<file path="src/rtl/fetch_pc_unit.sv">
// Fetch-stage program counter: sequential fetch, branch/flush redirects, and a
// held branch target that waits out a fetch-stage stall.
module fetch_pc_unit #(
    parameter int unsigned       ADDR_W      = 32,
    parameter logic [ADDR_W-1:0] RESET_VEC   = ADDR_W'(32'h3000_0000),
    parameter int unsigned       FETCH_BYTES = 4,
    parameter int unsigned       STALL_W     = 6,
    parameter int unsigned       CNT_W       = 32
) (
    input  logic               clk,
    input  logic               rst,
    input  logic [STALL_W-1:0] stall,
    input  logic               branch_flag_i,
    input  logic [ADDR_W-1:0]  branch_target_address_i,
    input  logic               flush,
    input  logic [ADDR_W-1:0]  new_pc,
    output logic [ADDR_W-1:0]  pc,
    output logic               ce,
    output logic               redirect_pending_o,
    output logic               misalign_o,
    output logic [CNT_W-1:0]   fetch_cnt_o
);

    localparam logic [ADDR_W-1:0] PC_STEP = ADDR_W'(FETCH_BYTES);
    localparam logic [CNT_W-1:0]  CNT_ONE = CNT_W'(1);

    logic              ce_q, ce_d;
    logic [ADDR_W-1:0] pc_q, pc_d;
    logic              pend_q, pend_d;
    logic [ADDR_W-1:0] tgt_q, tgt_d;
    logic              mis_q, mis_d;
    logic [CNT_W-1:0]  cnt_q, cnt_d;

    logic fetch_stall_c;
    logic unused_stall_c;

    // Only the fetch-stage bit of the stall vector matters here.
    assign fetch_stall_c  = stall[0];
    assign unused_stall_c = ^stall;

    always_comb begin
        ce_d   = ~rst;
        pc_d   = pc_q;
        pend_d = pend_q;
        tgt_d  = tgt_q;
        mis_d  = mis_q;
        cnt_d  = cnt_q;

        if (rst) begin
            cnt_d  = '0;
            pend_d = 1'b0;
            mis_d  = 1'b0;
            if (!ce_q) begin
                pc_d = RESET_VEC;
            end
        end else if (!ce_q) begin
            pc_d   = RESET_VEC;
            pend_d = 1'b0;
            mis_d  = 1'b0;
        end else begin
            if (flush) begin
                pc_d   = new_pc;
                pend_d = 1'b0;
            end else if (fetch_stall_c) begin
                // A branch seen during a stall is parked; a newer one replaces it.
                if (branch_flag_i) begin
                    pend_d = 1'b1;
                    tgt_d  = branch_target_address_i;
                end
            end else if (branch_flag_i) begin
                pc_d   = branch_target_address_i;
                pend_d = 1'b0;
            end else if (pend_q) begin
                pc_d   = tgt_q;
                pend_d = 1'b0;
            end else begin
                pc_d   = pc_q + PC_STEP;
            end

            mis_d = (pc_d[1:0] != 2'b00);

            if (!flush && !fetch_stall_c && (cnt_q != '1)) begin
                cnt_d = cnt_q + CNT_ONE;
            end
        end
    end

    always_ff @(posedge clk) begin
        ce_q   <= ce_d;
        pc_q   <= pc_d;
        pend_q <= pend_d;
        tgt_q  <= tgt_d;
        mis_q  <= mis_d;
        cnt_q  <= cnt_d;
    end

    assign pc                 = pc_q;
    assign ce                 = ce_q;
    assign redirect_pending_o = pend_q;
    assign misalign_o         = mis_q;
    assign fetch_cnt_o        = cnt_q;

endmodule

</file>
<file path="config.mk">
export PLATFORM = sky130hd
export DESIGN_NAME = fetch_pc_unit
export DESIGN_NICKNAME = d
export VERILOG_FILES = /design/src/rtl/fetch_pc_unit.sv
export SDC_FILE = /design/constraint.sdc
export NUM_CORES = 1
export LEC_CHECK = 0
export BUFFER_PORTS_ARGS = -buffer_cell sky130_fd_sc_hd__buf_2
export CAP_MARGIN = 20
export CORE_ASPECT_RATIO = 1.2
export CORE_MARGIN = 1
export CORE_UTILIZATION = 53
export CTS_BUF_LIST = sky130_fd_sc_hd__clkbuf_8 sky130_fd_sc_hd__clkbuf_16
export DETAILED_ROUTE_END_ITERATION = 16
export PLACE_DENSITY = 0.89
export SLEW_MARGIN = 5
export SYNTH_ARGS = -nofsm -noshare
export SYNTH_HDL_FRONTEND = slang
export SYNTH_SLANG_ARGS = --single-unit
</file>
<file path="constraint.sdc">
create_clock -name clk -period 4.8 [get_ports clk]
set_clock_uncertainty 0.05 [all_clocks]
set_input_delay 0.96 -clock clk [delete_from_list [all_inputs] [get_ports clk]]
set_output_delay 0.96 -clock clk [all_outputs]
set_load 0.005 [all_outputs]
</file>
==> run summary, run 1 <==
The tree is rooted in a clkbuf_16. The path type of the worst setup path was in -> reg. Buffers inserted during clock tree synthesis total 9. The floorplan has 40 rows. Path category of the worst min-delay check: reg -> reg. The H-tree generated during clock tree synthesis spans 3 levels. On the critical path the largest part of the delay comes from simple AND/OR/NAND/NOR gates. The flow ran to the end, and the final reports show no timing, DRC or antenna violations. For this run, design rule violations remaining after detail routing come to 0. The die covers 10600 sq um.

The footprint of the multi-input gates came out at 2640 sq um. The areal power density over the cells is 286 nW/um^2, and the length of routed met2 wiring is 7.85 mm. Combined buffer and inverter count along the critical path: 2. Clock-pin slew was measured on the worst setup and hold paths at 0.06 ns.

TritonCTS built the clock tree. For the post-cts resize count, the log shows 0. The logs give 427 for the number of violations reported at the end of detailed-routing iteration 0 and 0.34 ns for the clock latency on the worst-skew pair. The run gives 141 as the I/O pin count.

The number of different library cells in the post-synthesis netlist came out at 63. Fraction of the yosys area taken by sequential cells: 48.4%. The most used flip-flop cell after synthesis was edfxtp_1.

The first detailed-routing pass took 6 iterations. From left edge to right edge, the die measures 94.4 microns. The routed design could run at a clock period as short as 3.26 ns. The total number of yosys warnings is 0, and the area of the core is 9960 sq um. The clock net in this run drives a total of 99 sinks.

Headroom to the max-slew limit came out at 34.0%. The initial antenna violation count was 1; the met3 routed wirelength was 1.65 mm. Number of synthesized register bits: 99. Relative to the synthesized area, the layout overhead comes to 18.8%.

The die extent in y was 113 microns; the number of buffers between clock root and the deepest sink was 2. Cells with a size suffix above 1 make up 25.6% of the layout. Once the clock tree was built, the setup fixing pass inserted 0 buffers. The number of flops mapped to enable cells by yosys is 64, and the number of pins with negative max-slew slack in the final report is 0.

In this design, the stage delay of the slowest critical-path cell is 0.72 ns. The total overflow left after global routing is 0. The mapped netlist covers 5420 sq um. The tools report the total negative slack for setup checks as 0 ns. Based on the critical path, the design can be clocked at up to 307 MHz. Uppermost layer routed: met4.

Routability-driven placement finished with a final weighted congestion of 0.902. The initial utilization of the core area, before any placement, comes to 54.5%. With fillers left out, the area of the finished cells amounts to 6440 sq um.

The wire length of the first global-routing pass was 23.5 mm. Max-cap violations in this run came to 0. The number of nets handed over by synthesis was 632.

After synthesis, the mean cell area works out to 9.76 sq um. IR analysis of the VDD net gives a maximum drop of 0.171 mV. The logs give 0 for the total inserted antenna cells and 64.7% for the final cell utilization of the core. For the pin with the worst max-slew slack, the measured transition is 0.987 ns. The net count of the finished layout is 753.

Input and output buffers added on the ports amount to 135. After detailed routing, the number of vias per cell comes to 6.48. The post-detailed-placement cell area is 6170 sq um, and the pin count of the biggest net entering global routing is 42. After layout, the worst path uses 67.9% of the clock period.

Among all stages on the critical path, the largest delay is contributed by nand2_1. The required time reported for the critical path endpoint is 4.82 ns. The tools report the reported leakage power as 2.43 nW.

After the flow finishes, the layout carries non-filler instances totaling 807. Setup repair after global routing left no endpoint under its margin. The worst setup path is launched from an input pin.

Area used by sequential logic in the layout: 2620 sq um. STA classifies the critical path endpoint as a flop. Setup violations remaining at the end of the flow were counted as 0. In this run the remaining antenna-violating nets after routing total 0. After detailed routing, the wire length on met1 is 5.61 mm. The run gives 4986 as the via count of the first global-routing pass. Walking the worst path, the cells encountered are buf_2 -> inv_1 -> nand2_1 -> nor2_1 -> a32oi_1 -> o31ai_1.

The run gives 3.28 ns as the arrival time of data at the critical path endpoint. For this run, the total global-route usage over all layers was measured as 28.5%. The post-detailed-route wirelength per cell was 19.3 microns; the detailed-route wire length was 15.6 mm. After detailed placement, the design holds a cell count of 792. For the fill cell total of the finished layout, the log shows 806.

The total via count after detailed routing was 5226; the largest fanout on the critical path was 41. In this run, post-CTS hold repair placed 0 buffers. Share of synthesized registers carrying an async set or reset: 0%. The total half-perimeter wirelength after legalization and detailed placement was 10.9 mm.

In the synthesized netlist, the number of instances is 556. The final-report hold violation count came out at 0.
## kinds of logic (layout without fill, tap and decap cells)
logic type      count (synthesis)  in the layout  share of synthesized area (%)
buf+inv                        39            164                           3.14
mux                            15             15                           3.05
xor+xnor                       24             24                           3.88
flops                          99             99                           48.4
compound gates                155            155                           18.6
simple gates                  222            222                           22.6
fa+ha+maj                       2              2                          0.461
## synthesized netlist by cell type (6+ instances only)
cell type | number | area (sq um)
dfxtp_1 | 35 | 701
edfxtp_1 | 64 | 1920
nand2_1 | 50 | 188
nand3_1 | 22 | 110
nor2_1 | 35 | 131
nor4_1 | 11 | 68.8
a21oi_1 | 36 | 180
a22o_1 | 6 | 52.6
o21ai_0 | 38 | 190
nor2b_1 | 9 | 56.3
clkbuf_1 | 19 | 71.3
inv_1 | 8 | 30.0
mux2i_1 | 9 | 90.1
xnor2_1 | 13 | 114
nand4_1 | 21 | 131
or3_1 | 18 | 113
and3_1 | 10 | 62.6
o221ai_1 | 6 | 52.6
nor3_1 | 11 | 55.1
xor2_1 | 11 | 96.3
o22ai_1 | 13 | 81.3
a22oi_1 | 12 | 90.1
or4_1 | 7 | 52.6
o31ai_1 | 9 | 67.6
## worst min-delay path: stages (launching register included)
cell,delay [ns]
dfxtp_1,0.33
nand2_1,0.06
mux2i_1,0.05
## worst paths after layout
| kind | startpoint | to | slack, ns | cells after the start |
|---|---|---|---|---|
| worst max-delay path | rst | pc[11]$_SDFFCE_PP0P_ | 1.54 | 6 |
| worst min register to register | fetch_cnt_o[1]$_SDFFE_PP0P_ | fetch_cnt_o[1]$_SDFFE_PP0P_ | 0.45 | 2 |
| worst max register to register | pc[4]$_SDFFCE_PP0P_ | pc[31]$_SDFFCE_PP0P_ | 2.33 | 5 |
| worst min-delay path | fetch_cnt_o[1]$_SDFFE_PP0P_ | fetch_cnt_o[1]$_SDFFE_PP0P_ | 0.45 | 2 |
## layout by cell type (no fill, tap or decap), types with 4 or more instances in the layout
master,synthesis,final
a21oi_1,36,36
a22o_1,6,6
a22oi_1,12,12
a31oi_1,4,4
and2_1,5,5
and3_1,10,10
and4_1,5,5
buf_2,3,135
buf_4,1,6
clkbuf_16,0,9
clkinv_1,0,4
dfxtp_1,35,35
edfxtp_1,64,64
inv_1,8,9
mux2_2,4,4
mux2i_1,9,9
nand2_1,50,50
nand3_1,22,22
nand4_1,21,21
nor2_1,35,34
nor2b_1,9,9
nor3_1,11,11
nor4_1,11,11
o21ai_0,38,37
o221ai_1,6,6
o22ai_1,13,13
o31ai_1,9,9
or2_2,4,4
or3_1,18,18
or4_1,7,7
xnor2_1,13,13
xor2_1,11,11
## power by group
group          internal [mW]  leakage (nW)  switching, mW
clock network          0.392         0.137          0.299
logic                 0.0780          1.38          0.106
registers              0.935         0.914         0.0299
total                   1.41          2.43          0.435
## area by class of cell
| class | instances | share of cell area (%) |
|---|---|---|
| multi-input cells | 418 | 40.9 |
| flip-flops and latches | 99 | 40.7 |
| repair buffers | 141 | 11.2 |
| clock buffers | 9 | 3.50 |
| well taps | 126 | 2.45 |
| clock inverters | 6 | 0.757 |
| inverters | 8 | 0.466 |
## sequential cells by signal, indices dropped and copies added (netlist names)
register and flops:
ce 1, fetch_cnt_o 32, misalign_o 1, redirect_pending_o 1, pc 32, tgt_q 32
## through the flow
step | total power [mW] | hold slack [ns] | setup slack [ns]
finish | 1.84 | 0.446 | 1.54
floorplan | 1.07 | 0.430 | 0.841
global route | 1.89 | 0.456 | 1.42
detailed placement | 1.16 | 0.436 | 1.24
CTS | 1.84 | 0.447 | 1.59
global placement | 1.15 | 0.428 | 1.34
## metal layers
layer / global-route usage [%] / up-vias
li1: - / 2396
met2: 50.5 / 312
met4: 14.6 / 0
met5: 0 / -
met3: 6.85 / 39
met1: 31.0 / 2479
No activity file was read; power rests on OpenSTA's default activity.
==> run 2, diff against run 1 <==
==> constraint.sdc (replaced) <==
create_clock -name clk -period 3.3 [get_ports clk]
set_clock_uncertainty 0.05 [all_clocks]
set_input_delay 0.66 -clock clk [delete_from_list [all_inputs] [get_ports clk]]
set_output_delay 0.66 -clock clk [all_outputs]
set_load 0.005 [all_outputs]
==> run summary, run 2 (synthesis results as in run 1) <==
The post-route DRC violation count is 0 (unchanged), and the number of nets in the layout is 760 (+0.93%). The logs give 3.35 ns (-1.47 ns) for the required time reported for the critical path endpoint and 10.9 mm (about the same) for the total half-perimeter wirelength after legalization and detailed placement. The tools report the total negative slack for setup checks as 0 ns (unchanged).

The effective utilization at floorplan is 54.5% (unchanged). The total inserted antenna cells came out at 0 (unchanged). On the critical path, the stage with the largest delay is an instance of or3_1.

The worst hold slack across all endpoints is 0.451 ns (+0.00464 ns), and the detailed-route wire length is 15.3 mm (-1.7%). The clock latency on the worst-skew pair was 0.35 ns (about the same). The initial antenna violation count came out at 2 (+1). The tools report the final-report hold violation count as 0 (unchanged).

The worst slew margin relative to its limit is 39.8% (+5.9 points). The wire length of the first global-routing pass is 23.6 mm (+0.26%), and the area of the core is 9960 sq um (unchanged). For the I/O pin count, the log shows 141 (unchanged). The tools report the clock sink count as 99 (unchanged). Footprint of the multi-input gates: 2640 sq um (unchanged).

The transition time at the pin with the least slew margin is 0.899 ns (-0.0875 ns). For the total routing resource utilization after global routing, the log shows 28.7% (+0.25 points). Areal power density over the cells: 412 nW/um^2 (+44%). The tools report the max-cap violation count as 0 (unchanged).

The number of levels the H-tree was split into is 3 (unchanged), and the number of violations reported at the end of detailed-routing iteration 0 is 447 (+4.7%). The fill cell total of the finished layout is 814 (+0.99%). The worst hold path belongs to the class in -> reg. TritonCTS built the clock tree. The largest fanout on the critical path was 10 (-76%).

The launching element type of the critical path is a flop. The count of TritonRoute iterations in the first routing pass is 5 (-1), and the final clock period utilization by the worst path is 71.7%. The largest stage delay on the critical path came out at 0.65 ns (-0.07 ns).

The run finished with clean final reports. Combined buffer and inverter count along the critical path: 0 (-2). The post-detailed-placement cell area is 6220 sq um (+0.85%). The number of buffers inserted by port buffering is 135 (unchanged). The tools report the pin count of the biggest net entering global routing as 42 (unchanged). The post-detailed-route wirelength per cell works out to 18.8 microns (-2.6%). The TritonCTS buffer count was 9 (unchanged); the area used by sequential logic in the layout was 2620 sq um (unchanged). Clock-pin transition on the worst setup and hold timing paths: 0.07 ns (about the same).

STA classifies the critical path endpoint as a flop. For the final-report setup violation count, the log shows 0 (unchanged). For the row count, the log shows 40 (unchanged). The path type of the worst setup path is reg -> reg.

The tools report the clock root buffer master as clkbuf_16. The critical path goes through nand3_1 -> or3_1 -> nor4_1 -> xnor2_1 -> o22ai_1. The tools report the post-cts resize count as 0 (unchanged).

The arrival time of data at the critical path endpoint is 2.42 ns (-0.86 ns). The most common cell after layout, fill and taps aside was buf_2. The tools report the number of buffers between clock root and the deepest sink as 2 (unchanged). In the layout the commonest cells are 135 x buf_2, 64 x edfxtp_1, 50 x nand2_1, 37 x o21ai_0, 36 x a21oi_1. The area growth from synthesis to layout is 20.0%. For the total via count after detailed routing, the log shows 5247 (+0.40%).

The floorplan die width works out to 94.4 microns (unchanged). The count of hold buffers inserted by post-cts repair was 0 (unchanged). The number of buffers inserted by post-CTS setup repair came out at 0 (unchanged). Via count of the first global-routing pass: 4913 (-1.5%). Die extent in y: 113 microns (unchanged). Area of the die: 10600 sq um (unchanged). The reported leakage power is 2.48 nW (+2.0%), and the highest clock frequency the design can meet is 422 MHz. Among cell families on the critical path, the largest total delay comes from simple AND/OR/NAND/NOR gates.

The smallest clock period supported by the final layout is computed as 2.37 ns. For the post-route antenna net violation count, the log shows 0 (unchanged). The tools report the final design area excluding fillers as 6510 sq um (+1.0%). Detailed-route vias per instance: 6.44 (-0.58%). The logs give 0 (unchanged) for the overflow left after global routing and 0 (unchanged) for the number of pins with negative max-slew slack in the final report.

The maximum VDD drop is 0.266 mV (+55%). Setup repair after global routing left no endpoint under its margin. Last weighted congestion value of the routability-driven placer: 0.881 (-2.3%).

The share of layout cells above drive strength 1 works out to 26.7% (+1.2 points).
[run 2: cell count changes in the layout (fill, tap and decap cells not counted), sizes merged]
| cell | change |
|---|---|
| clkinv | -3 |
| buf | +7 |
| inv | +2 |
| bufinv | -1 |
| clkbuf | +3 |
[run 2: path summary, 6_finish.rpt]
check,start,slack (ns),cells after the start,end
setup / recovery,pc[4]$_SDFFCE_PP0P_,0.93,5,pc[31]$_SDFFCE_PP0P_
setup reg to reg,pc[4]$_SDFFCE_PP0P_,0.93,5,pc[31]$_SDFFCE_PP0P_
hold / removal,branch_target_address_i[7],0.45,1,tgt_q[7]$_DFFE_PP_
hold reg to reg,fetch_cnt_o[23]$_SDFFE_PP0P_,0.45,2,fetch_cnt_o[23]$_SDFFE_PP0P_
[run 2: power breakdown]
part | switching [mW] | leakage, nW | internal, mW
clock network | 0.442 | 0.153 | 0.567
logic | 0.152 | 1.41 | 0.118
registers | 0.0435 | 0.914 | 1.36
total | 0.638 | 2.48 | 2.04
[run 2: final cells by class]
cell class / instances / area share, %
timing repair buffer: 148 / 11.9
clock buffer: 12 / 4.10
multi-input combinational: 418 / 40.5
clock inverter: 4 / 0.308
tap: 126 / 2.42
sequential: 99 / 40.3
inverter: 8 / 0.461
[run 2: metal layers]
metal  wire [microns]  vias up  global-route usage, %  share of wire, %
li1                 -     2407                      -                 -
met1             5520     2511                   32.3                36
met2             7820      279                   49.9                51
met3             1470       48                   6.18               9.6
met4              508        2                   15.7               3.3
met5               11        -                      0             0.072
[run 2: stage by stage]
stage          total power [mW]  worst slack, ns  utilization [%]  instances
2_1_floorplan              1.56            0.396                -        556
4_1_cts                    2.69            0.983             65.3        815
3_5_place_dp               1.69            0.701             62.5        799
6_report                   2.68            0.933             65.3        815
5_1_grt                    2.76            0.789             65.3        815
3_3_place_gp               1.68            0.746             62.5        799
==> run 3, diff against run 2 <==
==> constraint.sdc (replaced) <==
create_clock -name clk -period 2.25 [get_ports clk]
set_clock_uncertainty 0.05 [all_clocks]
set_input_delay 0.45 -clock clk [delete_from_list [all_inputs] [get_ports clk]]
set_output_delay 0.45 -clock clk [all_outputs]
set_load 0.005 [all_outputs]
==> run summary, run 3 (synthesis results as in run 1) <==
The run finished with clean final reports. The transition time at the pin with the least slew margin was 1.04 ns (+0.141 ns). The path category of the worst min-delay check was in -> reg.

Switching power total: 0.984 mW (+54%). The clock sink count is 99 (unchanged), and the largest fanout on the critical path is 8 (-2). The run gives 0 (unchanged) as the post-route DRC violation count. Post-route antenna net violation count: 0 (unchanged). The logs give 0 (unchanged) for the total inserted antenna cells and 395 (-12%) for the number of violations reported at the end of detailed-routing iteration 0.

The critical path in this run is classified as reg -> reg. The final-report setup violation count was 0 (unchanged); the total via count after detailed routing was 5324 (+1.5%). The run gives 10.6% (+0.5 points) as the portion of total power attributed to combinational logic.

The die extent in y was 113 microns (unchanged); the number of stages on the worst hold path was 1 (unchanged). In the layout the commonest cells are 135 x buf_2, 64 x edfxtp_1, 50 x nand2_1, 39 x buf_4, 37 x o21ai_0. The effective utilization at floorplan is 54.5% (unchanged).

The number of levels the H-tree was split into came out at 3 (unchanged). The post-cts resize count came out at 0 (unchanged). The wire length of the first global-routing pass was 24.6 mm (+4.0%).

The number of buffers inserted by port buffering came out at 135 (unchanged). The switching share of power came out at 24.4% (+0.66 points). The run gives 0 (unchanged) as the overflow left after global routing.

The clock latency on the worst-skew pair is 0.35 ns (about the same). The number of nets in the layout was 787 (+3.6%); the clock-pin transition on the worst setup and hold timing paths was 0.07 ns (about the same). The logs give 4.03 mW (+50%) for the total power after layout and 29.5% (+0.76 points) for the total routing resource utilization after global routing. Number of buffers between clock root and the deepest sink: 2 (unchanged). The worst hold slack across all endpoints was 0.242 ns (-0.209 ns); the maximum VDD drop was 0.383 mV (+44%).

The areal power density over the cells is 598 nW/um^2 (+45%). The via count of the first global-routing pass was 5149 (+4.8%); the cell depth of the worst flop-to-flop path was 5 (unchanged). The logs give 141 (unchanged) for the I/O pin count and 50.9% (-1.4 points) for the part of the total power dissipated in sequential elements. The number of buffers inserted by post-CTS setup repair came out at 0 (unchanged).

The share of layout cells above drive strength 1 came out at 29.7% (+3.0 points). The area of the die was 10600 sq um (unchanged); the final clock period utilization by the worst path was 95.1% (+23 points). Power share of the clock group: 38.5% (+0.9 points). The number of pins with negative max-slew slack in the final report was 0 (unchanged). The shortest period the worst path allows was 2.14 ns (-0.228 ns). Setup repair after global routing left no endpoint under its margin. The row count was 40 (unchanged); the highest clock frequency the design can meet was 467 MHz (+11%). Worst min-delay path startpoint: branch_target_address_i[24]. Total negative slack for setup checks: 0 ns (unchanged).

The tools report the max-cap violation count as 0 (unchanged). Most common cell after layout, fill and taps aside: buf_2. The run gives 1 (-1) as the initial antenna violation count. The tools report the last weighted congestion value of the routability-driven placer as 0.888 (+0.76%). Post-detailed-route wirelength per cell: 18.5 microns (-1.5%). The required time reported for the critical path endpoint was 2.30 ns (-1.05 ns). For the count of hold buffers inserted by post-cts repair, the log shows 0 (unchanged). The clock root buffer master was clkbuf_16. The tools report the total half-perimeter wirelength after legalization and detailed placement as 11.3 mm (+3.1%). The worst slew margin relative to its limit is 30.4% (-9.5 points).

For the count of TritonRoute iterations in the first routing pass, the log shows 5 (unchanged). For the arrival time of data at the critical path endpoint, the log shows 2.19 ns (-0.23 ns). The reported leakage power was 2.59 nW (+4.6%). TritonCTS built the clock tree. For the TritonCTS buffer count, the log shows 9 (unchanged). The pin count of the biggest net entering global routing is 38 (-9.5%), and the floorplan die width is 94.4 microns (unchanged). The detailed-route vias per instance came out at 6.32 (-1.8%). The final cell utilization of the core came out at 67.6% (+2.2 points). The worst register-to-register path begins at pc[7]$_SDFFCE_PP0P_. The total internal power is 3.04 mW (+49%). The logs give 15.6 mm (+1.7%) for the detailed-route wire length and 9960 sq um (unchanged) for the area of the core.

The tools report the launching element type of the critical path as a flop. The sort of element at the end of the critical path was a flop. The run gives 0 (unchanged) as the final-report hold violation count.

The tools report the origin of the worst setup path as pc[7]$_SDFFCE_PP0P_. Relative to the synthesized area, the layout overhead comes to 24.1%.
==> run 3: layout make-up <==
class / instances / area (sq um)
clock buffer: 9 / 225
tap: 126 / 158
timing repair buffer: 175 / 988
sequential: 99 / 2620
clock inverter: 7 / 68.8
multi-input combinational: 418 / 2640
fill: 763 / 3230
inverter: 8 / 30.0
==> run 3: per-stage QoR <==
step,cell area [sq um],cells,setup slack [ns]
6_report,6730,842,0.111
5_1_grt,6730,842,0.0123
4_1_cts,6730,842,0.122
3_5_place_dp,6440,826,0.118
3_3_place_gp,6440,826,0.154
2_1_floorplan,5430,556,0.0445
==> run 3: worst max-delay path: stages (launching register included) <==
cell and delay, ns:
edfxtp_1 0.47, nand4_1 0.15, or3_1 0.53, nor4_1 0.42, xnor2_1 0.18, o22ai_1 0.08
==> run 3: worst paths after layout <==
kind                                 endpoint  slack, ns
setup / recovery         pc[31]$_SDFFCE_PP0P_       0.11
hold / removal            tgt_q[24]$_DFFE_PP_       0.24
setup reg to reg         pc[31]$_SDFFCE_PP0P_       0.11
hold reg to reg   fetch_cnt_o[1]$_SDFFE_PP0P_       0.46
==> run 3: power by group through the flow <==
stage	Combinational (mW)	Clock (mW)	Sequential [mW]
CTS	0.424	1.56	2.05
finish	0.428	1.55	2.05
detailed placement	0.421	0	2.09
global route	0.465	1.63	2.05
global placement	0.408	0	2.08
floorplan	0.199	0	2.09
==> run 3: metal layers <==
metal | track usage [%] | up-vias | share of wire, %
met2 | 52.0 | 288 | 50
met3 | 6.12 | 44 | 9.4
met4 | 11.5 | 2 | 2.8
met1 | 34.5 | 2517 | 38
met5 | 0 | - | 0.071
li1 | - | 2473 | -
